**src/rtl/simd_pkg.sv**
```systemverilog
// Shared SIMD definitions: lane width, writeback entry layout and ALU op encodings.
// Used by the writeback queue and the issue stage.
package simd_pkg;

  localparam int LANE_W = 32;

  // Default slice geometry; the writeback entry is laid out {rd, mask, data}, MSB first.
  localparam int WB_LANES  = 4;
  localparam int WB_REG_AW = 5;

  typedef struct packed {
    logic [WB_REG_AW-1:0]       rd;
    logic [WB_LANES-1:0]        mask;
    logic [WB_LANES*LANE_W-1:0] data;
  } wb_entry_t;

  typedef enum logic [1:0] {
    ADD = 2'b00,
    MUL = 2'b01
  } alu_op_e;

endpackage

```
**src/rtl/simd_sync_fifo.sv**
```systemverilog
// Generic register-array FIFO with push/pop/count. The head is held in an output
// register that is refreshed from next-state pointers, so it holds its last value when empty.
module simd_sync_fifo #(
  parameter int DEPTH = 4,
  parameter int WIDTH = 8
) (
  input  logic                     clk,
  input  logic                     reset,
  input  logic                     i_push,
  input  logic [WIDTH-1:0]         i_din,
  input  logic                     i_pop,
  output logic [WIDTH-1:0]         o_dout,
  output logic [$clog2(DEPTH):0]   o_count
);

  localparam int AW = $clog2(DEPTH);
  localparam logic [AW:0] FULL = (AW+1)'(DEPTH);

  logic [WIDTH-1:0] r_mem [DEPTH];
  logic [AW-1:0]    r_wr_ptr;
  logic [AW-1:0]    r_rd_ptr;
  logic [AW:0]      r_count;
  logic [WIDTH-1:0] r_dout;

  logic             w_pop;
  logic [AW-1:0]    w_rd_ptr_next;
  logic [AW:0]      w_count_next;

  assign w_pop = i_pop && (r_count != '0);

  always_comb begin
    w_rd_ptr_next = r_rd_ptr;
    if (w_pop) begin
      w_rd_ptr_next = r_rd_ptr + AW'(1);
    end
    w_count_next = r_count;
    if (i_push && !w_pop) begin
      w_count_next = r_count + (AW+1)'(1);
    end else if (!i_push && w_pop) begin
      w_count_next = r_count - (AW+1)'(1);
    end
  end

  always_ff @(posedge clk) begin
    if (i_push) begin
      r_mem[r_wr_ptr] <= i_din;
    end
  end

  always_ff @(posedge clk) begin
    if (reset) begin
      r_wr_ptr <= '0;
      r_rd_ptr <= '0;
      r_count  <= '0;
      r_dout   <= '0;
    end else begin
      if (i_push) begin
        r_wr_ptr <= r_wr_ptr + AW'(1);
      end
      r_rd_ptr <= w_rd_ptr_next;
      r_count  <= w_count_next;
      // The new head is the entry being written now when the queue was empty, or held one entry being popped.
      if (w_count_next != '0) begin
        if (i_push && (r_wr_ptr == w_rd_ptr_next)) begin
          r_dout <= i_din;
        end else begin
          r_dout <= r_mem[w_rd_ptr_next];
        end
      end
    end
  end

  always_ff @(posedge clk) begin
    if (!reset) begin
      assert (!(i_push && !w_pop && (r_count == FULL)));
    end
  end

  assign o_dout  = r_dout;
  assign o_count = r_count;

endmodule

```
**src/rtl/simd_wb_queue.sv**
```systemverilog
// Writeback stage behind the SIMD ALU: tags each issued op, captures the ALU result one
// cycle later into a FIFO, and drains it to the register file with credit-based issue backpressure.
module simd_wb_queue
  import simd_pkg::*;
#(
  parameter int LANES  = 4,
  parameter int DEPTH  = 4,
  parameter int REG_AW = 5
) (
  input  logic                      clk,
  input  logic                      reset,
  input  logic                      issue_valid,
  output logic                      issue_ready,
  input  logic [REG_AW-1:0]         issue_rd,
  input  logic [LANES-1:0]          issue_mask,
  input  logic [LANE_W*LANES-1:0]   alu_result,
  output logic                      wb_valid,
  input  logic                      wb_ready,
  output logic [REG_AW-1:0]         wb_rd,
  output logic [LANES-1:0]          wb_mask,
  output logic [LANE_W*LANES-1:0]   wb_data,
  output logic [$clog2(DEPTH):0]    occupancy
);

  localparam int CW = $clog2(DEPTH) + 1;
  localparam int DW = LANE_W * LANES;
  localparam int EW = REG_AW + LANES + DW;

  logic              r_pend_v;
  logic [REG_AW-1:0] r_pend_rd;
  logic [LANES-1:0]  r_pend_mask;

  logic              w_fire;
  logic              w_pop;
  logic [EW-1:0]     w_din;
  logic [EW-1:0]     w_dout;
  logic [CW-1:0]     w_count;
  logic [CW-1:0]     w_credit_used;

  // Credits count both stored entries and the op still in flight through the ALU.
  assign w_credit_used = w_count + CW'(r_pend_v);
  assign issue_ready   = !reset && (w_credit_used < CW'(DEPTH));
  assign w_fire        = issue_valid && issue_ready;

  always_ff @(posedge clk) begin
    if (reset) begin
      r_pend_v    <= 1'b0;
      r_pend_rd   <= '0;
      r_pend_mask <= '0;
    end else begin
      r_pend_v <= w_fire;
      if (w_fire) begin
        r_pend_rd   <= issue_rd;
        r_pend_mask <= issue_mask;
      end
    end
  end

  assign w_din    = {r_pend_rd, r_pend_mask, alu_result};
  assign wb_valid = (w_count != '0);
  assign w_pop    = wb_valid && wb_ready;

  simd_sync_fifo #(
    .DEPTH (DEPTH),
    .WIDTH (EW)
  ) u_fifo (
    .clk     (clk),
    .reset   (reset),
    .i_push  (r_pend_v),
    .i_din   (w_din),
    .i_pop   (w_pop),
    .o_dout  (w_dout),
    .o_count (w_count)
  );

  assign wb_rd     = w_dout[EW-1 -: REG_AW];
  assign wb_mask   = w_dout[DW +: LANES];
  assign wb_data   = w_dout[DW-1:0];
  assign occupancy = w_count;

endmodule

```
**config.mk**
```make
export PLATFORM = sky130hd
export DESIGN_NAME = simd_wb_queue
export DESIGN_NICKNAME = d
export VERILOG_FILES = /design/src/rtl/simd_pkg.sv /design/src/rtl/simd_sync_fifo.sv /design/src/rtl/simd_wb_queue.sv
export SDC_FILE = /design/constraint.sdc
export NUM_CORES = 1
export LEC_CHECK = 0
export BUFFER_PORTS_ARGS = -buffer_cell sky130_fd_sc_hd__buf_2
export CORE_MARGIN = 4
export CORE_UTILIZATION = 32
export CTS_BUF_LIST = sky130_fd_sc_hd__clkbuf_2 sky130_fd_sc_hd__clkbuf_4 sky130_fd_sc_hd__clkbuf_8
export CTS_CLUSTER_DIAMETER = 200
export DETAILED_ROUTE_END_ITERATION = 10
export GPL_TIMING_DRIVEN = 0
export PLACE_DENSITY_LB_ADDON = 0.08
export SYNTH_ARGS = -nofsm -noshare
export SYNTH_HDL_FRONTEND = slang
export SYNTH_HIERARCHICAL = 1
export SYNTH_SLANG_ARGS = --single-unit
```
**constraint.sdc**
```tcl
create_clock -name clk -period 4.6 [get_ports clk]
set_input_delay 0.92 -clock clk [delete_from_list [all_inputs] [get_ports clk]]
set_output_delay 0.92 -clock clk [all_outputs]
set_load 0.02 [all_outputs]
```
Word-level counts from Yosys, hierarchy flattened --
Memories as Yosys holds them, arrays and structs flattened. A register that Yosys moved wholly into a read port is not among the register bits. Cells that the tools add are included.
Operators by class: add/subtract/negate cells 5, multiplexer cells 5, reduce and logical (&&, ||, !) cells 11, magnitude comparators 1
Operator list (number):
- $logic_and 1x1->1 | 6
- $mux 3 | 2
- $reduce_bool 3->1 | 2
- $add 2x1->2 const B | 2
- $add 3x1->3 | 1
- $add 3x1->3 const B | 1
- $logic_not 1->1 | 3
- $lt 3x3->1 const B | 1
- $sub 3x1->3 const B | 1
- $mux 1 | 2
- $mux 2 | 1
Storage, ports and cells: input bits 141, output and inout bits 142, register bits after elaboration 17, bits in writable memories 548, word-level logic and storage cells 29, memories 1
Memories:
- u_fifo.r_mem | words 4, width 137, rd ports 1, clocked after memory_dff 1, write ports 1, line simd_sync_fifo.sv:19 | logic [WIDTH-1:0] r_mem [DEPTH];

Logic depth before layout (Yosys ltp) --
Gate-level depths: netlist (run 1).
depth after elaboration 7, mapped depth 11, gate-level depth less buffers 8

Hierarchy --
The synthesis (run 1) kept the hierarchy.
Modules (own cells, without submodules):
- simd_sync_fifo | instances 1, sequential area each 19338.5 um2, cells an instance 1987, area an instance 32503.7 um2
- simd_wb_queue | instances 1, sequential area each 200.2 um2, cells an instance 38, area an instance 435.4 um2

Worst setup path before layout (run 1) --
OpenSTA, ideal clock, no wires.
kind register to register, from reg r_pend_v, to mem u_fifo/r_mem[0][0] (netlist name), enable pin, arrival 4.012 ns, setup slack 0.076 ns, buffers on the path 2, period minus slack after synthesis 4.524 ns, setup time 0.512 ns, stages on the path, launching flop included 4, required time 4.088 ns, cells stage by stage dfxtp_1 buf_2 buf_1 and2_1
Between the ends: cells in the longest elaborated chain, start to end 2
RTL lines:
- start: declaration | line simd_wb_queue.sv:29 | logic r_pend_v;
- start signal: assignment | line simd_wb_queue.sv:51 | r_pend_v <= w_fire;
- $mux 1 | line simd_sync_fifo.sv:45 | if (i_push) begin
- $mux 1 (not written as such) | line simd_sync_fifo.sv:46 | r_mem[r_wr_ptr] <= i_din;
- end: declaration | line simd_sync_fifo.sv:19
No other way between the ends.

Final worst setup path (run 1) --
from reg u_fifo.r_count[0], in the netlist u_fifo/o_count[0], to reg u_fifo.r_dout[131], in the netlist u_fifo/o_dout[131], read port of u_fifo.r_mem
Between the ends: cells in the longest elaborated chain, start to end 7, elaborated cells between the ends (all ways) 12, those cells by class add/sub (2); mux (3); reduce/logical (7)
RTL lines:
- start: declaration | line simd_sync_fifo.sv:22 | logic [AW:0] r_count;
- start signal: assignment | line simd_sync_fifo.sv:61 | r_count <= w_count_next;
- parallel branches: the longest is 7 deep, another holds $sub 3x1->3
- end: declaration | line simd_sync_fifo.sv:23 | logic [WIDTH-1:0] r_dout;
Several ways; the timed one is not identified. A chain may end at the register's enable or synchronous reset.

==> results.yml, run 1 <==
critical_path:
  rr_worst_depth: 11
  r2r_start: "u_fifo/o_count[0]"
  crit_fanout: 10
  endpoint_kind: "flip-flop"
  r2r_end: "u_fifo/o_dout[131]"
  cp.arrival_ns: 4.38
  worstPathRequired_ns: 5.25
  rrSetupSlack_ns: 0.88
  crit_path_start_kind: "flip-flop"
  crit_type: "reg2reg"
final_layout:
  drive_gt1_share_pct: 31.76
  finish.utilization_pct: 38.46
  final_cell_area_mm2: 0.03924
  fin_nets: 2602
  syn2layout_area_growth_pct: 19.14
sta:
  tightest_slew_ns: 1.297
  fin_ws_ns: 0.8782
  slew_viol_final: 0
  fmax_mhz: 268.7
  finalSetupViolCount: 0
  post-route-min-period_ns: 3.722
  fin_tns_setup_ns: 0
  clock_skew_ns: 0.03080
  hold_viol: 0
  maxSlewHeadroom_pct: 13.55
  period_share_pct: 80.91
  grt_setup_unrepaired: "no"
clock_tree:
  cts_root_buf: "clkbuf_8"
  cts.clk_slew.worst_paths_ns: 0.06
  cts.sinks: 702
  cts_tree: "yes"
  cts_hold_buf: 0
  cts_buffers: 133
  cts_buffer_depth: 3
  cts_resized: 0
  post_cts_buffers: 0
  htree_levels: 4
  clk_latency_ns: 0.80
route:
  drtIter0Drc: 1023
  ant_nets: 0
  first_pass_iters: 6
  drc_errors: 0
  vias_per_cell: 4.931
  vias: 19450
  wl_per_cell_um: 23.53
  routed_wl_mm: 92.84
place:
  hpwlAfterDp_mm: 60.31
  port_buffers: 282
  place_ws_ns: 0.6685
  dpl_cell_area_mm2: 0.03639
  place.gp.congestion: 0.7211
die:
  die_w_um: 328.8
  io_pins: 283
  start_util_pct: 32.28
  die_h_um: 328.8
  fp.dieArea_mm2: 0.1081
  core_area_mm2: 0.1020
  row_count: 117
yosys:
  synth-seq-cells: 702
  yosysSeqAreaShare_pct: 59.32
  synthCells: 2025
  synth_cell_type_count: 40
  synth_area_per_cell_um2: 16.27
  yosys_warnings: 6
  synth_nets: 2173
  netlist_area_mm2: 0.03294
global_routing:
  grt_max_degree: 48
  track_usage_pct: 17.13
  antenna_found_initial: 26
  grt_pass1_vias: 21090
  grt_pass1_wl_mm: 136.0
  globalRouteOverflowTotal: 0
power_and_ir_drop:
  p_sw_w: 0.007249
  sequentialPowerShare_pct: 38.1
  switching_share_pct: 33.74
  ir_worst_vdd_mv: 0.2958
  internal_power_w: 0.01424
  p_clk_share_pct: 29.7
  power_density_mw_per_mm2: 547.5
  pwr-share-comb_pct: 32.2
  leakagePower_nw: 13.73
  total_power_w: 0.02149
min_path:
  hold_class: "in2reg"
  whs_endpoint: "u_fifo/r_mem[2][52]"
  hold_depth: 1
  hold_start: "alu_result[52]"
outcome:
  status: "complete, no violations"
flow_run:
  drv_cap: 0
## power by group through the flow
stage          clock (W)  sequential, W  combinational [W]
2_1_floorplan          0        0.00900            0.00397
3_3_place_gp           0        0.00834            0.00698
3_5_place_dp           0        0.00831            0.00707
4_1_cts          0.00663        0.00820            0.00710
5_1_grt          0.00696        0.00828            0.00745
6_report         0.00637        0.00819            0.00692
## layout by cell type, fill, tap and decap left out, drive strengths merged, types with 3 or more instances in the layout
master	count
clkbuf	216
buf	423
nor2	7
nand2	3
bufinv	5
mux4	137
ha	7
nor3	5
edfxtp	548
dfxtp	154
and2	5
inv	41
xor2	3
clkinv	141
o2bb2ai	137
mux2	9
xnor2	5
nor2b	10
nor4	3
diode	11
mux2i	687
## Yosys cell counts
cell / number / area share, %
nor3_2: 2 / 0.061
a211oi_1: 1 / 0.023
o31ai_2: 2 / 0.076
and2_1: 5 / 0.095
o2bb2ai_1: 137 / 3.6
dfxtp_1: 154 / 9.4
nand2b_1: 2 / 0.038
a21oi_1: 1 / 0.015
nor4_2: 1 / 0.038
buf_4: 34 / 0.77
and3_1: 1 / 0.019
ha_1: 7 / 0.27
mux2i_4: 1 / 0.068
nor3b_1: 1 / 0.023
xnor2_1: 5 / 0.13
and4_1: 2 / 0.053
buf_6: 44 / 1.5
a2111oi_4: 1 / 0.084
xor2_1: 3 / 0.080
inv_1: 30 / 0.34
or3_2: 1 / 0.023
a31oi_2: 1 / 0.038
mux2i_1: 686 / 21
nand2_1: 3 / 0.034
edfxtp_1: 548 / 50
nor3_1: 3 / 0.046
nor2_1: 7 / 0.080
mux2_2: 9 / 0.31
buf_1: 4 / 0.046
a311oi_1: 2 / 0.053
clkinv_1: 114 / 1.3
mux4_2: 137 / 9.4
nand4bb_1: 1 / 0.034
buf_2: 46 / 0.70
and3b_1: 1 / 0.027
nor4_1: 2 / 0.038
nand3_1: 1 / 0.015
clkbuf_1: 14 / 0.16
buf_8: 1 / 0.046
nor2b_1: 10 / 0.19
## per-layer routing
metal	up-vias	global-route usage [%]	share of wire (%)
met5	-	0	0.044
met4	6	5.240	2.3
met3	155	4.339	5.4
met2	457	29.51	50
met1	10000	21.14	42
li1	8833	-	-
## stage by stage
step,instances,hold slack [ns]
2_1_floorplan,2025,0.4735
5_1_grt,3936,0.2864
6_report,3945,0.3530
4_1_cts,3934,0.2398
3_3_place_gp,3675,0.4391
3_5_place_dp,3687,0.4416
## final cells by class
type	instances	area, µm²
Timing Repair Buffer	294	1734
Clock buffer	202	2424
Fill cell	9646	62790
Inverter	144	540.5
Multi-Input combinational cell	1036	11810
Antenna cell	11	27.53
Sequential cell	702	19540
Buffer	143	1064
Clock inverter	45	396.6
Tap cell	1368	1712
## how the worst max path moves through the flow
| stage | cells past startpoint | startpoint | endpoint |
|---|---|---|---|
| 6_report | 11 | u_fifo/o_count[0] | u_fifo/o_dout[131] |
| 5_1_grt | 11 | u_fifo/o_count[0] | u_fifo/o_dout[131] |
| 3_3_place_gp | 3 | r_pend_v | u_fifo/r_mem[0][24] |
| 4_1_cts | 11 | u_fifo/o_count[0] | u_fifo/o_dout[131] |
| 3_5_place_dp | 10 | wb_ready | u_fifo/o_dout[131] |
| 2_1_floorplan | 3 | r_pend_v | u_fifo/r_mem[0][0] |
## logic make-up (layout without fill, tap and decap cells)
| logic type | Yosys count | after routing | share of synthesized area, % |
|---|---|---|---|
| AOI/OAI and AO/OA | 145 | 145 | 3.931 |
| xor gates and xnor gates | 8 | 8 | 0.2127 |
| adders and majority gates | 7 | 7 | 0.2659 |
| buffers and inverters | 287 | 828 | 4.870 |
| DFF | 702 | 702 | 59.32 |
| muxes | 833 | 833 | 30.59 |
| other | 0 | 11 | 0 |
| and+or+nand+nor | 43 | 43 | 0.8129 |
## registers in the layout, indices dropped and copies added, names as in the netlist
name / flops
u_fifo/o_dout: 137
u_fifo/o_count: 3
u_fifo/r_wr_ptr: 2
r_pend_mask: 4
r_pend_rd: 5
u_fifo/r_rd_ptr: 2
r_pend_v: 1
u_fifo/r_mem: 548
## critical path: stages (launching register included)
cell	delay, ns
dfxtp_1	0.56
inv_1	0.17
ha_1	0.25
ha_1	0.21
nor2b_1	0.23
buf_4	0.31
nor3_1	0.10
o31ai_2	0.20
buf_2	0.67
buf_4	0.36
mux2i_1	0.40
o2bb2ai_1	0.12
Power figures use the tool's default switching activity.
==> run 2: changes to the inputs <==
clock period = 3.4 ns   (was 4.6 ns; I/O delays follow)
==> run 2 against run 1 <==
Against the previous run: count of clock-buffer cells in the layout increased by 10; sequential share of layout area about the same; clock skew increased by 0.0066 ns; critical path type unchanged; flip-flop and latch count unchanged; register-to-register slack got worse by 0.72 ns; critical path depth decreased by 1; worst hold slack got worse by 0.23 ns; combinational power increased by 35%; global-route usage increased by 0.16 points.
==> results.yml, run 2 (synthesis gave the netlist of run 1 again) <==
flow_run:
  drv_cap: 0
clock_tree:
  cts_buffers: 133
  cts.sinks: 702
  post_cts_buffers: 0
  cts_buffer_depth: 3
  cts.clk_slew.worst_paths_ns: 0.06
  clk_latency_ns: 0.79
  cts_tree: "yes"
  cts_root_buf: "clkbuf_8"
  htree_levels: 4
  cts_hold_buf: 0
critical_path:
  worstPathRequired_ns: 4.05
  crit_fanout: 10
  rr_worst_depth: 10
  crit_type: "reg2reg"
  cp.arrival_ns: 3.88
  crit_path_start_kind: "flip-flop"
  endpoint_kind: "flip-flop"
die:
  core_area_mm2: 0.1020
  row_count: 117
  fp.dieArea_mm2: 0.1081
  die_w_um: 328.8
  die_h_um: 328.8
  io_pins: 283
  start_util_pct: 32.28
route:
  ant_nets: 0
  drc_errors: 0
  vias_per_cell: 4.902
  drtIter0Drc: 924
  routed_wl_mm: 94.23
  first_pass_iters: 5
  vias: 19340
  wl_per_cell_um: 23.89
sta:
  maxSlewHeadroom_pct: 24.03
  finalSetupViolCount: 0
  fin_tns_setup_ns: 0
  period_share_pct: 95.22
  holdWs_ns: 0.1199
  fmax_mhz: 308.9
  slew_viol_final: 0
  clock_skew_ns: 0.03736
  post-route-min-period_ns: 3.238
  tightest_slew_ns: 1.140
  hold_viol: 0
  grt_setup_unrepaired: "no"
min_path:
  hold_class: "in2reg"
  hold_depth: 1
power_and_ir_drop:
  ir_worst_vdd_mv: 0.4043
  leakagePower_nw: 13.73
  total_power_w: 0.02902
  power_density_mw_per_mm2: 738.7
outcome:
  status: "complete, no violations"
global_routing:
  track_usage_pct: 17.29
  globalRouteOverflowTotal: 0
  grt_max_degree: 44
  antenna_found_initial: 20
  grt_pass1_vias: 21120
  grt_pass1_wl_mm: 137.4
final_layout:
  syn2layout_area_growth_pct: 19.25
  regMostFlops: "u_fifo/r_mem"
  multi_input_area_mm2: 0.01181
  fin_nets: 2604
  fillers: 9648
  seq_area_mm2: 0.01954
  final_cell_area_mm2: 0.03928
  layout_common_cells: "mux2i_1, edfxtp_1, buf_2"
  drive_gt1_share_pct: 31.80
  final_common_cell: "mux2i_1"
  largest_reg_flops: 548
  finish.utilization_pct: 38.50
place:
  dpl_cell_area_mm2: 0.03642
  hpwlAfterDp_mm: 60.98
  place.gp.congestion: 0.7285
  port_buffers: 282
[run 2: critical path, cell delays in order (launching register included)]
cell       delay (ns)
dfxtp_2          0.39
or3_2            0.50
and2_1           0.25
nor2b_1          0.19
buf_4            0.22
o31ai_2          0.27
nor4_2           0.09
a311oi_1         0.41
buf_6            0.35
buf_2            0.34
o2bb2ai_1        0.10
[run 2: final timing paths]
check / startpoint / to / slack (ns)
hold reg to reg: u_fifo/o_dout[10] / u_fifo/o_dout[10] / 0.45
setup reg to reg: u_fifo/o_count[0] / u_fifo/o_dout[17] / 0.16
setup / recovery: u_fifo/o_count[0] / u_fifo/o_dout[17] / 0.16
hold / removal: alu_result[64] / u_fifo/r_mem[3][64] / 0.12
[run 2: layer usage]
layer	GRT usage [%]	wire [µm]
met1	21.06	39580
met4	6.693	2785
met3	4.267	4625
met5	0	34
met2	29.50	47200
[run 2: final cells by class]
type | count | share of cell area (%)
Sequential cell | 702 | 49.75
Multi-Input combinational cell | 1036 | 30.06
Clock buffer | 212 | 6.584
Timing Repair Buffer | 296 | 4.478
Tap cell | 1368 | 4.357
Buffer | 143 | 2.749
Inverter | 144 | 1.376
Clock inverter | 33 | 0.5797
Antenna cell | 11 | 0.07007
[run 2: what timing repair did]
action                     4_1_cts  5_1_grt
resized for setup                5        3
pin swaps                        0        0
setup endpoints to repair      101      124
hold endpoints to repair         0        0
[run 2: metrics by stage]
| step | cells | worst slack, ns |
|---|---|---|
| 4_1_cts | 3934 | 0.02026 |
| 6_report | 3945 | 0.1625 |
| 5_1_grt | 3940 | 0.01403 |
| 2_1_floorplan | 2025 | 0.3787 |
| 3_3_place_gp | 3675 | -1.905 |
| 3_5_place_dp | 3689 | -0.3049 |
[run 2: report_power, final]
group / total, W / switching (W) / internal (W)
logic: 0.00932 / 0.00543 / 0.00389
clock network: 0.00855 / 0.00357 / 0.00497
registers: 0.0111 / 0.000736 / 0.0104
==> run 3: changes to the inputs <==
clock period = 2.95 ns   (was 3.4 ns; I/O delays follow)
==> run 3 against run 2 <==
Against the previous run: worst hold slack worse by 0.034 ns; combinational power is 24% higher; global-route usage is 0.35 points higher; sequential share of layout area is 2.3 points lower; final area is 4.9% higher; count of clock-buffer cells in the layout stayed put; utilization is 1.9 points higher; clock power is 15% higher; largest power group unchanged; highest routed layer unchanged.
==> results.yml, run 3 (synthesis gave the netlist of run 1 again) <==
clock_tree:
  cts_tree: "yes"
  clk_latency_ns: 0.79
  cts_buffers: 133
  cts_buffer_depth: 3
  cts.sinks: 702
  cts.clk_slew.worst_paths_ns: 0.05
  htree_levels: 4
  cts_root_buf: "clkbuf_8"
min_path:
  hold_class: "in2reg"
die:
  die_h_um: 328.8
  core_area_mm2: 0.1020
  fp.dieArea_mm2: 0.1081
  row_count: 117
  io_pins: 283
  die_w_um: 328.8
  start_util_pct: 32.28
critical_path:
  crit_fanout: 10
  crit_path_start_kind: "flip-flop"
  cp.arrival_ns: 3.55
  crit_path_max_incr_delay_ns: 0.49
  cpLargestDelayFamily: "simple AND/OR/NAND/NOR gates"
  crit_type: "reg2reg"
  endpoint_kind: "flip-flop"
  cpMostUsedCell: "buf_6"
  worstPathRequired_ns: 3.64
  cp_slowest_cell: "or3_2"
  crit_chain: "or3_2 > and2_4 > nor2b_2 > buf_6 > nor3_2 > a31oi_2 > a2111oi_4 > buf_6 > buf_12 > buf_16 > buf_6 > o2bb2ai_1"
  critPathBufInv: 5
place:
  place_ws_ns: -0.7549
  placedCellCount: 3689
  hpwlAfterDp_mm: 60.98
  place.gp.congestion: 0.7285
  port_buffers: 282
final_layout:
  drive_gt1_share_pct: 31.52
  fin_nets: 2747
  regMostFlops: "u_fifo/r_mem"
  layout_common_cells: "mux2i_1, edfxtp_1, buf_2"
  final_cells: 4086
  syn2layout_area_growth_pct: 25.08
  final_common_cell: "mux2i_1"
  largest_reg_flops: 548
route:
  drc_errors: 0
  drtIter0Drc: 844
  wl_per_cell_um: 23.60
  routed_wl_mm: 96.43
  ant_nets: 0
  vias_per_cell: 4.875
  first_pass_iters: 5
  vias: 19920
sta:
  fin_tns_setup_ns: 0
  hold_viol: 0
  finalSetupViolCount: 0
  fin_ws_ns: 0.08270
  clock_skew_ns: 0.03501
  maxSlewHeadroom_pct: 40.64
  post-route-min-period_ns: 2.867
  fmax_mhz: 348.8
  tightest_slew_ns: 0.8904
  period_share_pct: 97.20
  slew_viol_final: 0
global_routing:
  grt_pass1_wl_mm: 140.4
  globalRouteOverflowTotal: 0
  grt_pass1_vias: 21690
  antenna_found_initial: 11
  track_usage_pct: 17.64
  grt_max_degree: 44
outcome:
  status: "complete, no violations"
power_and_ir_drop:
  total_power_w: 0.03435
  power_density_mw_per_mm2: 833.8
  ir_worst_vdd_mv: 0.4682
  leakagePower_nw: 14.42
flow_run:
  drv_cap: 0
[run 3: cell types whose count changed in the layout (fill, tap and decap cells not counted), moves of 8 or more]
cell and change:
mux2i_2 +14, buf_8 +12, mux2i_1 -15, buf_4 -8
dlygate4sd3_1 +127, buf_2 -27, buf_6 +29
[run 3: worst paths after layout]
check,start,end,slack [ns],cells after the start
setup reg to reg,u_fifo/o_count[0],u_fifo/o_dout[43],0.08,12
setup / recovery,u_fifo/o_count[0],u_fifo/o_dout[43],0.08,12
hold / removal,alu_result[37],u_fifo/r_mem[2][37],0.09,1
hold reg to reg,u_fifo/o_dout[10],u_fifo/o_dout[10],0.45,1
[run 3: cell type report]
type,instances,area [µm²]
clock buffers,212,2586
multi-input cells,1037,11940
fillers,9519,60830
clock inverters,33,227.7
repair buffers,439,3253
inverters,144,540.5
well taps,1368,1712
plain buffers,142,1374
flip-flops and latches,702,19550
diodes,9,22.52
[run 3: power by group]
group          switching [W]  total, W  internal [W]  leakage [nW]
Sequential          0.000862    0.0129        0.0120          6.25
Combinational        0.00652    0.0116       0.00512          6.67
Clock                0.00412   0.00985       0.00573          1.50
[run 3: what timing repair did]
| action | in CTS | in global routing |
|---|---|---|
| cloned | 2 | 1 |
| hold buffers | 127 | 0 |
| setup endpoints to repair | 138 | 178 |
| gates resized for setup | 89 | 41 |
| hold endpoints to repair | 472 | 0 |
| buffers inserted | 12 | 2 |
| pin swaps | 2 | 3 |
[run 3: metal layers]
| metal | GRT usage [%] | wire (µm) | vias up |
|---|---|---|---|
| met5 | 0 | 20 | - |
| met4 | 6.569 | 2814 | 4 |
| met3 | 3.971 | 4276 | 161 |
| met2 | 30.42 | 48560 | 414 |
| met1 | 21.58 | 40760 | 10220 |
| li1 | - | - | 9126 |
[run 3: metrics by stage]
| stage | hold WS, ns | area, µm² | utilization (%) |
|---|---|---|---|
| after global placement | 0.4387 | 36070 | 35.35 |
| final | 0.08575 | 41200 | 40.38 |
| after CTS | 0.0006580 | 41010 | 40.19 |
| after global routing | 0.02159 | 41180 | 40.36 |
| after floorplan | 0.4735 | 32940 | - |
| after detailed placement | 0.4411 | 36420 | 35.69 |
